## config.mk

```make
export PLATFORM = sky130hd
export DESIGN_NAME = muldiv_seq
export DESIGN_NICKNAME = d
export VERILOG_FILES = /design/src/rtl/muldiv_pkg.sv /design/src/rtl/muldiv_step.sv /design/src/rtl/muldiv_seq.sv
export SDC_FILE = /design/constraint.sdc
export NUM_CORES = 1
export LEC_CHECK = 0
export ABC_AREA = 0
export BUFFER_PORTS_ARGS = -buffer_cell sky130_fd_sc_hd__clkbuf_2
export CAP_MARGIN = 25
export CORE_ASPECT_RATIO = 1.75
export CORE_UTILIZATION = 56
export DETAILED_ROUTE_END_ITERATION = 8
export PLACE_DENSITY = 0.84
export SLEW_MARGIN = 20
export SYNTH_ARGS = -nofsm -noshare
export SYNTH_HDL_FRONTEND = slang
export SYNTH_HIERARCHICAL = 1
export SYNTH_SLANG_ARGS = --single-unit
export TNS_END_PERCENT = 30
```

## constraint.sdc

```tcl
create_clock -name clk -period 7.7 [get_ports clk]
set_clock_uncertainty 0.05 [all_clocks]
set_input_delay 1.54 -clock clk [delete_from_list [all_inputs] [get_ports clk]]
set_output_delay 1.54 -clock clk [all_outputs]
set_load 0.02 [all_outputs]
```

## src/rtl/muldiv_pkg.sv

```systemverilog
// Shared definitions for the multi-cycle multiply/divide sequencer.
// Op encodings, FSM state type and small op-decode helpers.
package muldiv_pkg;

    localparam int unsigned WIDTH_DEFAULT = 32;

    localparam logic [1:0] OP_MULTU = 2'b00;
    localparam logic [1:0] OP_MULT  = 2'b01;
    localparam logic [1:0] OP_DIVU  = 2'b10;
    localparam logic [1:0] OP_DIV   = 2'b11;

    typedef enum logic [2:0] {
        S_IDLE,
        S_PREP,
        S_RUN,
        S_FIX,
        S_DONE
    } state_t;

    function automatic logic op_is_signed(input logic [1:0] op);
        return op[0];
    endfunction

    function automatic logic op_is_div(input logic [1:0] op);
        return op[1];
    endfunction

endpackage

```

## src/rtl/muldiv_step.sv

```systemverilog
// One iteration of the unsigned datapath on {acc,q}: shift-add multiply step
// (acc += b when q[0], then shift right) or restoring-divide step (shift left, trial subtract).
module muldiv_step #(
    parameter int unsigned WIDTH = 32
) (
    input  logic             is_div,
    input  logic [WIDTH:0]   acc_in,
    input  logic [WIDTH-1:0] q_in,
    input  logic [WIDTH-1:0] b,
    output logic [WIDTH:0]   acc_out,
    output logic [WIDTH-1:0] q_out
);

    logic [WIDTH:0]   sum;
    logic [WIDTH:0]   shifted;
    logic [WIDTH+1:0] diff;

    assign sum     = acc_in + {1'b0, (q_in[0] ? b : '0)};
    assign shifted = {acc_in[WIDTH-1:0], q_in[WIDTH-1]};
    // Extra top bit of diff is the borrow: set means the trial subtract went negative.
    assign diff    = {1'b0, shifted} - {2'b00, b};

    always_comb begin
        acc_out = '0;
        q_out   = '0;
        if (is_div) begin
            if (diff[WIDTH+1]) begin
                acc_out = shifted;
                q_out   = {q_in[WIDTH-2:0], 1'b0};
            end else begin
                acc_out = diff[WIDTH:0];
                q_out   = {q_in[WIDTH-2:0], 1'b1};
            end
        end else begin
            acc_out = {1'b0, sum[WIDTH:1]};
            q_out   = {sum[0], q_in[WIDTH-1:1]};
        end
    end

endmodule

```

## src/rtl/muldiv_seq.sv

```systemverilog
// Multi-cycle MULT/MULTU/DIV/DIVU sequencer owning HI/LO.
// Works on magnitudes, then applies two's-complement sign fix before writing HI/LO.
module muldiv_seq
    import muldiv_pkg::*;
#(
    parameter int unsigned WIDTH = WIDTH_DEFAULT,
    parameter int unsigned CNT_W = 6
) (
    input  logic             clk,
    input  logic             rst,
    input  logic             e_start,
    input  logic [1:0]       e_op,
    input  logic [WIDTH-1:0] e_rs,
    input  logic [WIDTH-1:0] e_rt,
    input  logic             e_flush,
    output logic             e_busy,
    output logic             e_done,
    output logic             e_divzero,
    output logic [WIDTH-1:0] e_hi,
    output logic [WIDTH-1:0] e_lo
);

    state_t             state;
    logic [CNT_W-1:0]   cnt_q;
    logic [1:0]         op_q;
    logic [WIDTH-1:0]   rs_q;
    logic [WIDTH-1:0]   rt_q;
    logic [WIDTH:0]     acc_q;
    logic [WIDTH-1:0]   q_q;
    logic [WIDTH-1:0]   b_q;
    logic               neg_q;
    logic               rneg_q;
    logic               dz_q;

    logic [WIDTH:0]     acc_step;
    logic [WIDTH-1:0]   q_step;
    logic               a_neg;
    logic               b_neg;
    logic [2*WIDTH-1:0] prod;
    logic [2*WIDTH-1:0] prod_fix;
    logic [WIDTH-1:0]   rem;
    logic [WIDTH-1:0]   rem_fix;
    logic [WIDTH-1:0]   quo_fix;

    function automatic logic [WIDTH-1:0] mag(input logic [WIDTH-1:0] v, input logic neg);
        return neg ? -v : v;
    endfunction

    muldiv_step #(
        .WIDTH (WIDTH)
    ) u_step (
        .is_div  (op_is_div(op_q)),
        .acc_in  (acc_q),
        .q_in    (q_q),
        .b       (b_q),
        .acc_out (acc_step),
        .q_out   (q_step)
    );

    assign a_neg    = op_is_signed(op_q) & rs_q[WIDTH-1];
    assign b_neg    = op_is_signed(op_q) & rt_q[WIDTH-1];
    assign prod     = {acc_q[WIDTH-1:0], q_q};
    assign prod_fix = neg_q ? -prod : prod;
    assign rem      = acc_q[WIDTH-1:0];
    assign rem_fix  = rneg_q ? -rem : rem;
    assign quo_fix  = neg_q ? -q_q : q_q;

    always_ff @(posedge clk or posedge rst) begin
        if (rst) begin
            state     <= S_IDLE;
            cnt_q     <= '0;
            op_q      <= OP_MULTU;
            rs_q      <= '0;
            rt_q      <= '0;
            acc_q     <= '0;
            q_q       <= '0;
            b_q       <= '0;
            neg_q     <= 1'b0;
            rneg_q    <= 1'b0;
            dz_q      <= 1'b0;
            e_busy    <= 1'b0;
            e_done    <= 1'b0;
            e_divzero <= 1'b0;
            e_hi      <= '0;
            e_lo      <= '0;
        end else begin
            e_done <= 1'b0;
            if (e_flush) begin
                state  <= S_IDLE;
                e_busy <= 1'b0;
            end else begin
                unique case (state)
                    S_IDLE, S_DONE: begin
                        if (e_start) begin
                            op_q      <= e_op;
                            rs_q      <= e_rs;
                            rt_q      <= e_rt;
                            e_divzero <= 1'b0;
                            e_busy    <= 1'b1;
                            state     <= S_PREP;
                        end else begin
                            state <= S_IDLE;
                        end
                    end
                    S_PREP: begin
                        acc_q  <= '0;
                        // Multiply iterates over the multiplier (rt); divide over the dividend (rs).
                        if (op_is_div(op_q)) begin
                            q_q <= mag(rs_q, a_neg);
                            b_q <= mag(rt_q, b_neg);
                        end else begin
                            q_q <= mag(rt_q, b_neg);
                            b_q <= mag(rs_q, a_neg);
                        end
                        neg_q  <= a_neg ^ b_neg;
                        rneg_q <= a_neg;
                        dz_q   <= op_is_div(op_q) && (rt_q == '0);
                        cnt_q  <= CNT_W'(WIDTH - 1);
                        state  <= S_RUN;
                    end
                    S_RUN: begin
                        acc_q <= acc_step;
                        q_q   <= q_step;
                        cnt_q <= cnt_q - 1'b1;
                        if (cnt_q == '0) begin
                            state <= S_FIX;
                        end
                    end
                    S_FIX: begin
                        if (dz_q) begin
                            e_hi <= rs_q;
                            e_lo <= '1;
                        end else if (op_is_div(op_q)) begin
                            e_hi <= rem_fix;
                            e_lo <= quo_fix;
                        end else begin
                            {e_hi, e_lo} <= prod_fix;
                        end
                        e_divzero <= dz_q;
                        e_done    <= 1'b1;
                        e_busy    <= 1'b0;
                        state     <= S_DONE;
                    end
                    default: begin
                        state  <= S_IDLE;
                        e_busy <= 1'b0;
                    end
                endcase
            end
        end
    end

endmodule

```

* Word-level counts from Yosys, hierarchy flattened
Cells that the tools add are included.
** Storage, ports and cells
- Output and inout bits :: 67
- Bits in registers :: 242
- Bits of input ports :: 70
- Word-level logic and storage cells :: 80
** Operators by class
- Equal/unequal tests :: 8
- Multiplexer cells :: 30
- Add/sub/neg operators :: 8
- Reductions and logical operators :: 14
- Bitwise logic cells :: 4
** Operator list (number)
- two-way mux 32 bit :: 12
- negator 32 bit :: 4
- two-way mux 33 bit :: 2
- one-hot mux 33 bit (2 select lines) :: 1
- two-way mux 64 bit :: 1
- negator 64 bit :: 1
- one-hot mux 32 bit (2 select lines) :: 1
- subtractor 33 x 32 -> 34 bit :: 1
- adder 33 x 32 -> 33 bit :: 1
- zero test 32 bit :: 1
- one-hot mux 3 bit (4 select lines) :: 1
- one-hot mux 6 bit (2 select lines) :: 1
- AND reduction 2 bit :: 4
- two-way mux 1 bit :: 7
- == test 3 x 2 -> 1 bit (second input constant) :: 2
- zero test 6 bit :: 1
- two-way mux 3 bit :: 2
- != test 3 bit (second input constant) :: 2
- AND reduction 3 bit :: 2
- subtractor 6 x 1 -> 6 bit (second input constant) :: 1
- one-hot mux 1 bit (2 select lines) :: 2
- nonzero test 2 bit :: 2
- OR reduction 2 bit :: 2
- == test 3 x 1 -> 1 bit (second input constant) :: 1
- other kinds (8) :: 9

* Depth between registers and ports, before layout
- Word-level depth :: 4
- Gate-level depth with buffers :: 16
- Gate-level depth less buffers :: 14

* By module
Netlist, hierarchy kept.
** By module, submodules not included
- muldiv_seq :: cells an instance 1429, area an instance 13206.4 um^2, instances 1
- muldiv_step :: cells an instance 680, area an instance 4615.7 um^2, instances 1

* Worst setup path before layout
No wires, ideal clock.
- Path type :: input -> register
- Start :: input port e_flush
- End :: register b_q[18]
- Cell stages on the path :: 7
- Library setup time :: 90 ps
- Required time :: 7560 ps
- Buffers on the path :: 3
- Path slack :: 4392 ps
- Data arrival time :: 3168 ps
- Path through :: clkbuf_1 -> or3_1 -> clkbuf_1 -> nor2_1 -> nand2_1 -> clkbuf_1 -> o221ai_1
** On the way
- Word-level cells in the longest chain between the ends :: 2
** Ends and longest elaborated chain
- from (decl) :: RTL line muldiv_seq.sv:15 : input logic e_flush,
- NOT 1 bit (no source line)
- AND reduction 2 bit (no source line)
- to (signal assigned) :: RTL line muldiv_seq.sv:110 : b_q <= mag(rt_q, b_neg);
- to (signal assigned) :: RTL line muldiv_seq.sv:113 : b_q <= mag(rs_q, a_neg);
- to (decl) :: RTL line muldiv_seq.sv:30 : logic [WIDTH-1:0] b_q;
Every way passes these cells.
A chain may end at the register's enable or synchronous reset.

* Worst setup path after layout
- Start :: register q_q[0]
- End :: register acc_q[26]
** On the way
- Word-level cells in the longest chain between the ends :: 4
** Ends and longest elaborated chain
- from (decl) :: RTL line muldiv_seq.sv:29 : logic [WIDTH-1:0] q_q;
- from (signal assigned) :: RTL line muldiv_seq.sv:109 : q_q <= mag(rs_q, a_neg);
- from (signal assigned) :: RTL line muldiv_seq.sv:112 : q_q <= mag(rt_q, b_neg);
- from (signal assigned) :: RTL line muldiv_seq.sv:123 : q_q <= q_step;
- two-way mux 32 bit :: RTL line muldiv_step.sv:18 : assign sum = acc_in + {1'b0, (q_in[0] ? b : '0)};
- adder 33 x 32 -> 33 bit :: RTL line muldiv_step.sv:18
- two-way mux 33 bit :: RTL line muldiv_step.sv:26 : if (is_div) begin
- named net acc_step[26] :: RTL line muldiv_seq.sv:35 : logic [WIDTH:0] acc_step;
- one-hot mux 33 bit (2 select lines) :: RTL line muldiv_seq.sv:92 : unique case (state)
- to (signal assigned) :: RTL line muldiv_seq.sv:122 : acc_q <= acc_step;
- to (decl) :: RTL line muldiv_seq.sv:28 : logic [WIDTH:0] acc_q;
The timed path passes the listed nets, and every way through them passes these cells.

==> qor.log <==
INFO  clocking       cts-hold-fix-buffers=0
INFO  yosys          synth_top_family_by_area=compound AO/OA/AOI/OAI gates
INFO  power          swShare=0.4979
INFO  power          comb_power_share=0.544
INFO  die            coreArea=31420squm
INFO  yosys          synth_fa_ha_area_frac=0.05139
INFO  power          pwr_density_cell=431.1nW/um^2
INFO  sta            timing.final.crit_share=0.5488
INFO  drt            drcViolationCount=0
INFO  worst_setup_path crit_type=register to register
INFO  drt            routed_length_per_instance=24.26um
INFO  final_layout   final-instance-count-excl-fill=2584
INFO  sta            max_slew_margin=0.2460
INFO  final_layout   num-nets-final=2313
INFO  worst_setup_path cpMaxStageDelayCell=sky130_fd_sc_hd__o311ai_1
INFO  final_layout   areaGrowthSynthToFinish=9.808%
INFO  worst_setup_path critical_path.cell_chain=buf_4, and2_1, ha_1, a211oi_1, nor3_1, o21ai_2, o22ai_1, o311ai_1, and3_1, o21a_1, xor2_1, a21oi_2, nand2_1, o21ai_0
INFO  run            cap_viol_max_count=0
INFO  yosys          synth-seq-area-share=0.3398
INFO  power          power.static_leakage=8.618nW
INFO  clocking       cts_inserted_buffers=25
INFO  clocking       cts_max_path_buffers=3
INFO  yosys          synth.net_count=2251
INFO  yosys          ys_types=89
INFO  sta            finalSetupViolations=0
INFO  final_layout   num_antenna_cells=0
INFO  yosys          number_of_enable_type_register_cells_in_the_synthesized_netlist=0
INFO  yosys          synthCells=2109
INFO  placed_design  hpwlAfterDp=46.29mm
INFO  clocking       clk-insertion-delay-late=0.56ns
INFO  yosys          yosys_register_bits=242
INFO  placed_design  dpl.cell_count=2539
INFO  drt            vias_cell=6.662
INFO  yosys          synth_compound_gate_area_share=0.2128
INFO  clocking       cts_post_setup_buffers_inserted=0
INFO  drt            detailedRoute.firstPassIterationCount=6
INFO  sta            finalHoldViolCount=0
INFO  drt            antenna_violating_nets_post_route=0
INFO  worst_setup_path crit_path_max_fanout=33
INFO  yosys          synthXorXnorAreaFrac=0.07807
INFO  yosys          synth.cell_area=17820squm
INFO  clocking       clock-sinks=242
INFO  drt            drtIter0Drc=1503
INFO  global_routing vias_in_the_first_global_route=17170
INFO  yosys          synthFlopType=sky130_fd_sc_hd__dfrtp_1
INFO  sta            finalMaxSlewViolations=0
INFO  clocking       clk_pin_slew=0.07ns
INFO  yosys          synth-async-reset-ratio=1.000
INFO  clocking       cts_tree=yes
INFO  drt            routed-via-count=17220
INFO  die            fp.dieArea=32570squm
INFO  yosys          avgSynthCellArea=8.450squm
INFO  die            top_level_ports=137
INFO  yosys          post-synth-top-area-fraction=0.3398
INFO  yosys          muxShareOfSynthArea=0.07758
INFO  die            floorplan.die.width=136.9um
INFO  global_routing initial_antenna_violation_count=1
INFO  yosys          synth_top_area_cell=sky130_fd_sc_hd__dfrtp_1
INFO  placed_design  post-place-ws=3.716ns
INFO  worst_setup_path cp-start-kind=register
INFO  clocking       postCtsResizedCells=0
INFO  clocking       cts_root_buf=sky130_fd_sc_hd__clkbuf_16
INFO  yosys          netlist_top_cells_area=sky130_fd_sc_hd__dfrtp_1, sky130_fd_sc_hd__mux2_2, sky130_fd_sc_hd__nand2_1
INFO  sta            setup_tns=0ns
INFO  sta            fmax=0.2367GHz
INFO  die            floorplan.rows=86
INFO  placed_design  port_buffers=136
INFO  sta            postLayoutSetupSlackWorst=3.474ns
INFO  status         status=finished clean
INFO  power          worst_ir_drop_vdd=0.2775mV
INFO  yosys          synth_simple_gate_area_frac=0.1971
INFO  power          internal_power=4.236mW
INFO  clocking       cts-htree-levels=1
INFO  sta            slew_of_the_pin_with_the_lowest_slew_margin=1.131ns
INFO  final_layout   layout-drive-gt1-share=0.1559
INFO  die            floorplan.initialDensity=0.5672
INFO  power          switching_power=4.201mW
INFO  sta            fin_crit=4.226ns
INFO  yosys          yosys_warnings=6
INFO  final_layout   final.fill_count=2697
INFO  global_routing grt.overflow.total=0
INFO  worst_setup_path critical-path-max-stage-delay=0.89ns
INFO  worst_setup_path arrival=4.57ns
INFO  power          clk_pwr_share=0.155
INFO  placed_design  routabilityCongestion=1.080
INFO  worst_setup_path worst_ep_required_time=8.05ns
INFO  global_routing global_route_wire_length_before_repair=96.12mm
INFO  worst_setup_path sort_of_element_at_the_end_of_the_critical_path=register
INFO  sta            final.hold.worst_slack=0.4354ns
INFO  die            chipHeight=238.0um
INFO  sta            setup_repair_after_global_routing_missed_its_margin=false
INFO  final_layout   postLayoutCoreUtil=0.6229
INFO  global_routing grt_max_degree=160
INFO  hold_path      type_of_the_worst_min_delay_path=register to register
INFO  power          power.share.sequential=0.301
INFO  global_routing grt_usage=0.3914
INFO  drt            totalWireLength=62.68mm
[flip-flops by register name, indices dropped and copies added (netlist names)]
register,count
b_q,32
q_q,32
state,3
op_q,2
acc_q,33
e_done,1
dz_q,1
neg_q,1
e_hi,32
rt_q,32
e_divzero,1
cnt_q,6
e_busy,1
rs_q,32
rneg_q,1
e_lo,32
[cell usage in the layout (no fill, tap or decap), types with 69 or more instances in the layout]
cell,instances
sky130_fd_sc_hd__clkbuf_2,137
sky130_fd_sc_hd__xnor2_1,74
sky130_fd_sc_hd__dfrtp_1,241
sky130_fd_sc_hd__nand2_1,247
sky130_fd_sc_hd__xor2_1,83
sky130_fd_sc_hd__ha_1,70
sky130_fd_sc_hd__inv_1,69
sky130_fd_sc_hd__nor2_1,154
sky130_fd_sc_hd__a21oi_1,179
sky130_fd_sc_hd__mux2_2,97
sky130_fd_sc_hd__o21ai_0,155
[logic make-up (layout without fill, tap and decap cells)]
family / Yosys count / after routing
AOI/OAI and AO/OA: 601 / 601
xor gates and xnor gates: 158 / 158
adders and majority gates: 72 / 72
buffers and inverters: 195 / 274
DFF: 242 / 242
muxes: 126 / 126
and+or+nand+nor: 715 / 715
[per-layer routing]
metal | vias to the layer above | routed length, um | GRT usage
met3 | 310 | 3963 | 0.06310
met4 | 2 | 6447 | 0.3423
met1 | 8331 | 21030 | 0.4077
li1 | 7748 | - | -
met2 | 824 | 31220 | 0.6716
met5 | - | 13 | 0
[critical path: cells and delay by family (launching register included)]
family | cells | cell delay (ns)
XOR/XNOR | 1 | 0.19
buffers and inverters | 1 | 0.33
AND/OR/NAND/NOR | 4 | 0.80
flip-flops | 1 | 0.47
adder cells (fa/ha/maj) | 1 | 0.26
AO/OA/AOI/OAI | 7 | 1.94
[cells in the mapped netlist (all sizes together), types with 9 or more instances]
cell type,n
nand2,249
dfrtp,242
a21oi,184
o21ai,161
nor2,157
clkbuf,105
mux2,97
xor2,84
xnor2,74
inv,71
ha,70
nor3,44
and2,40
nand3,35
and3,34
nor4,34
o31ai,33
a31oi,30
mux2i,29
a21o,26
or3,24
o41ai,23
o211ai,22
buf,18
o221ai,18
o22ai,18
a211oi,17
or4,17
nand2b,16
nand4,16
o21a,13
nor2b,9
[area by class of cell]
cell class	instances	area (sq um)	share of cell area
multi-input combinational	1672	11020	0.5632
timing repair buffer	158	855.8	0.04373
tap	396	495.5	0.02532
inverter	72	274.0	0.01400
sequential	242	6060	0.3096
clock buffer	33	715.7	0.03657
clock inverter	11	147.6	0.007544
[per-stage QoR]
step | cell area (sq um) | power, mW
detailed placement | 18700 | 6.950
floorplan | 17830 | 5.482
CTS | 19570 | 8.279
finish | 19570 | 8.437
global placement | 18690 | 6.855
global route | 19570 | 8.871
[final timing paths]
path / startpoint / end / depth (start not counted) / slack (ns)
worst max-delay path: q_q[0]$_DFFE_PP0P_ / acc_q[26]$_DFFE_PP0P_ / 14 / 3.47
worst min-delay path: e_lo[0]$_DFFE_PP0P_ / e_lo[0]$_DFFE_PP0P_ / 2 / 0.44
worst max register to register: q_q[0]$_DFFE_PP0P_ / acc_q[26]$_DFFE_PP0P_ / 14 / 3.47
worst min register to register: e_lo[0]$_DFFE_PP0P_ / e_lo[0]$_DFFE_PP0P_ / 2 / 0.44
max in group asynchronous: rst / rt_q[26]$_DFFE_PP0P_ / 3 / 4.98
min in group asynchronous: rst / acc_q[9]$_DFFE_PP0P_ / 2 / 1.11
[power groups by stage]
stage | logic, mW | registers [mW] | clock network (mW)
2_1_floorplan | 3.12 | 2.36 | 0
3_3_place_gp | 4.37 | 2.49 | 0
3_5_place_dp | 4.43 | 2.52 | 0
4_1_cts | 4.47 | 2.50 | 1.31
5_1_grt | 4.94 | 2.57 | 1.36
6_report | 4.59 | 2.54 | 1.31
Power figures use the tool's default switching activity.
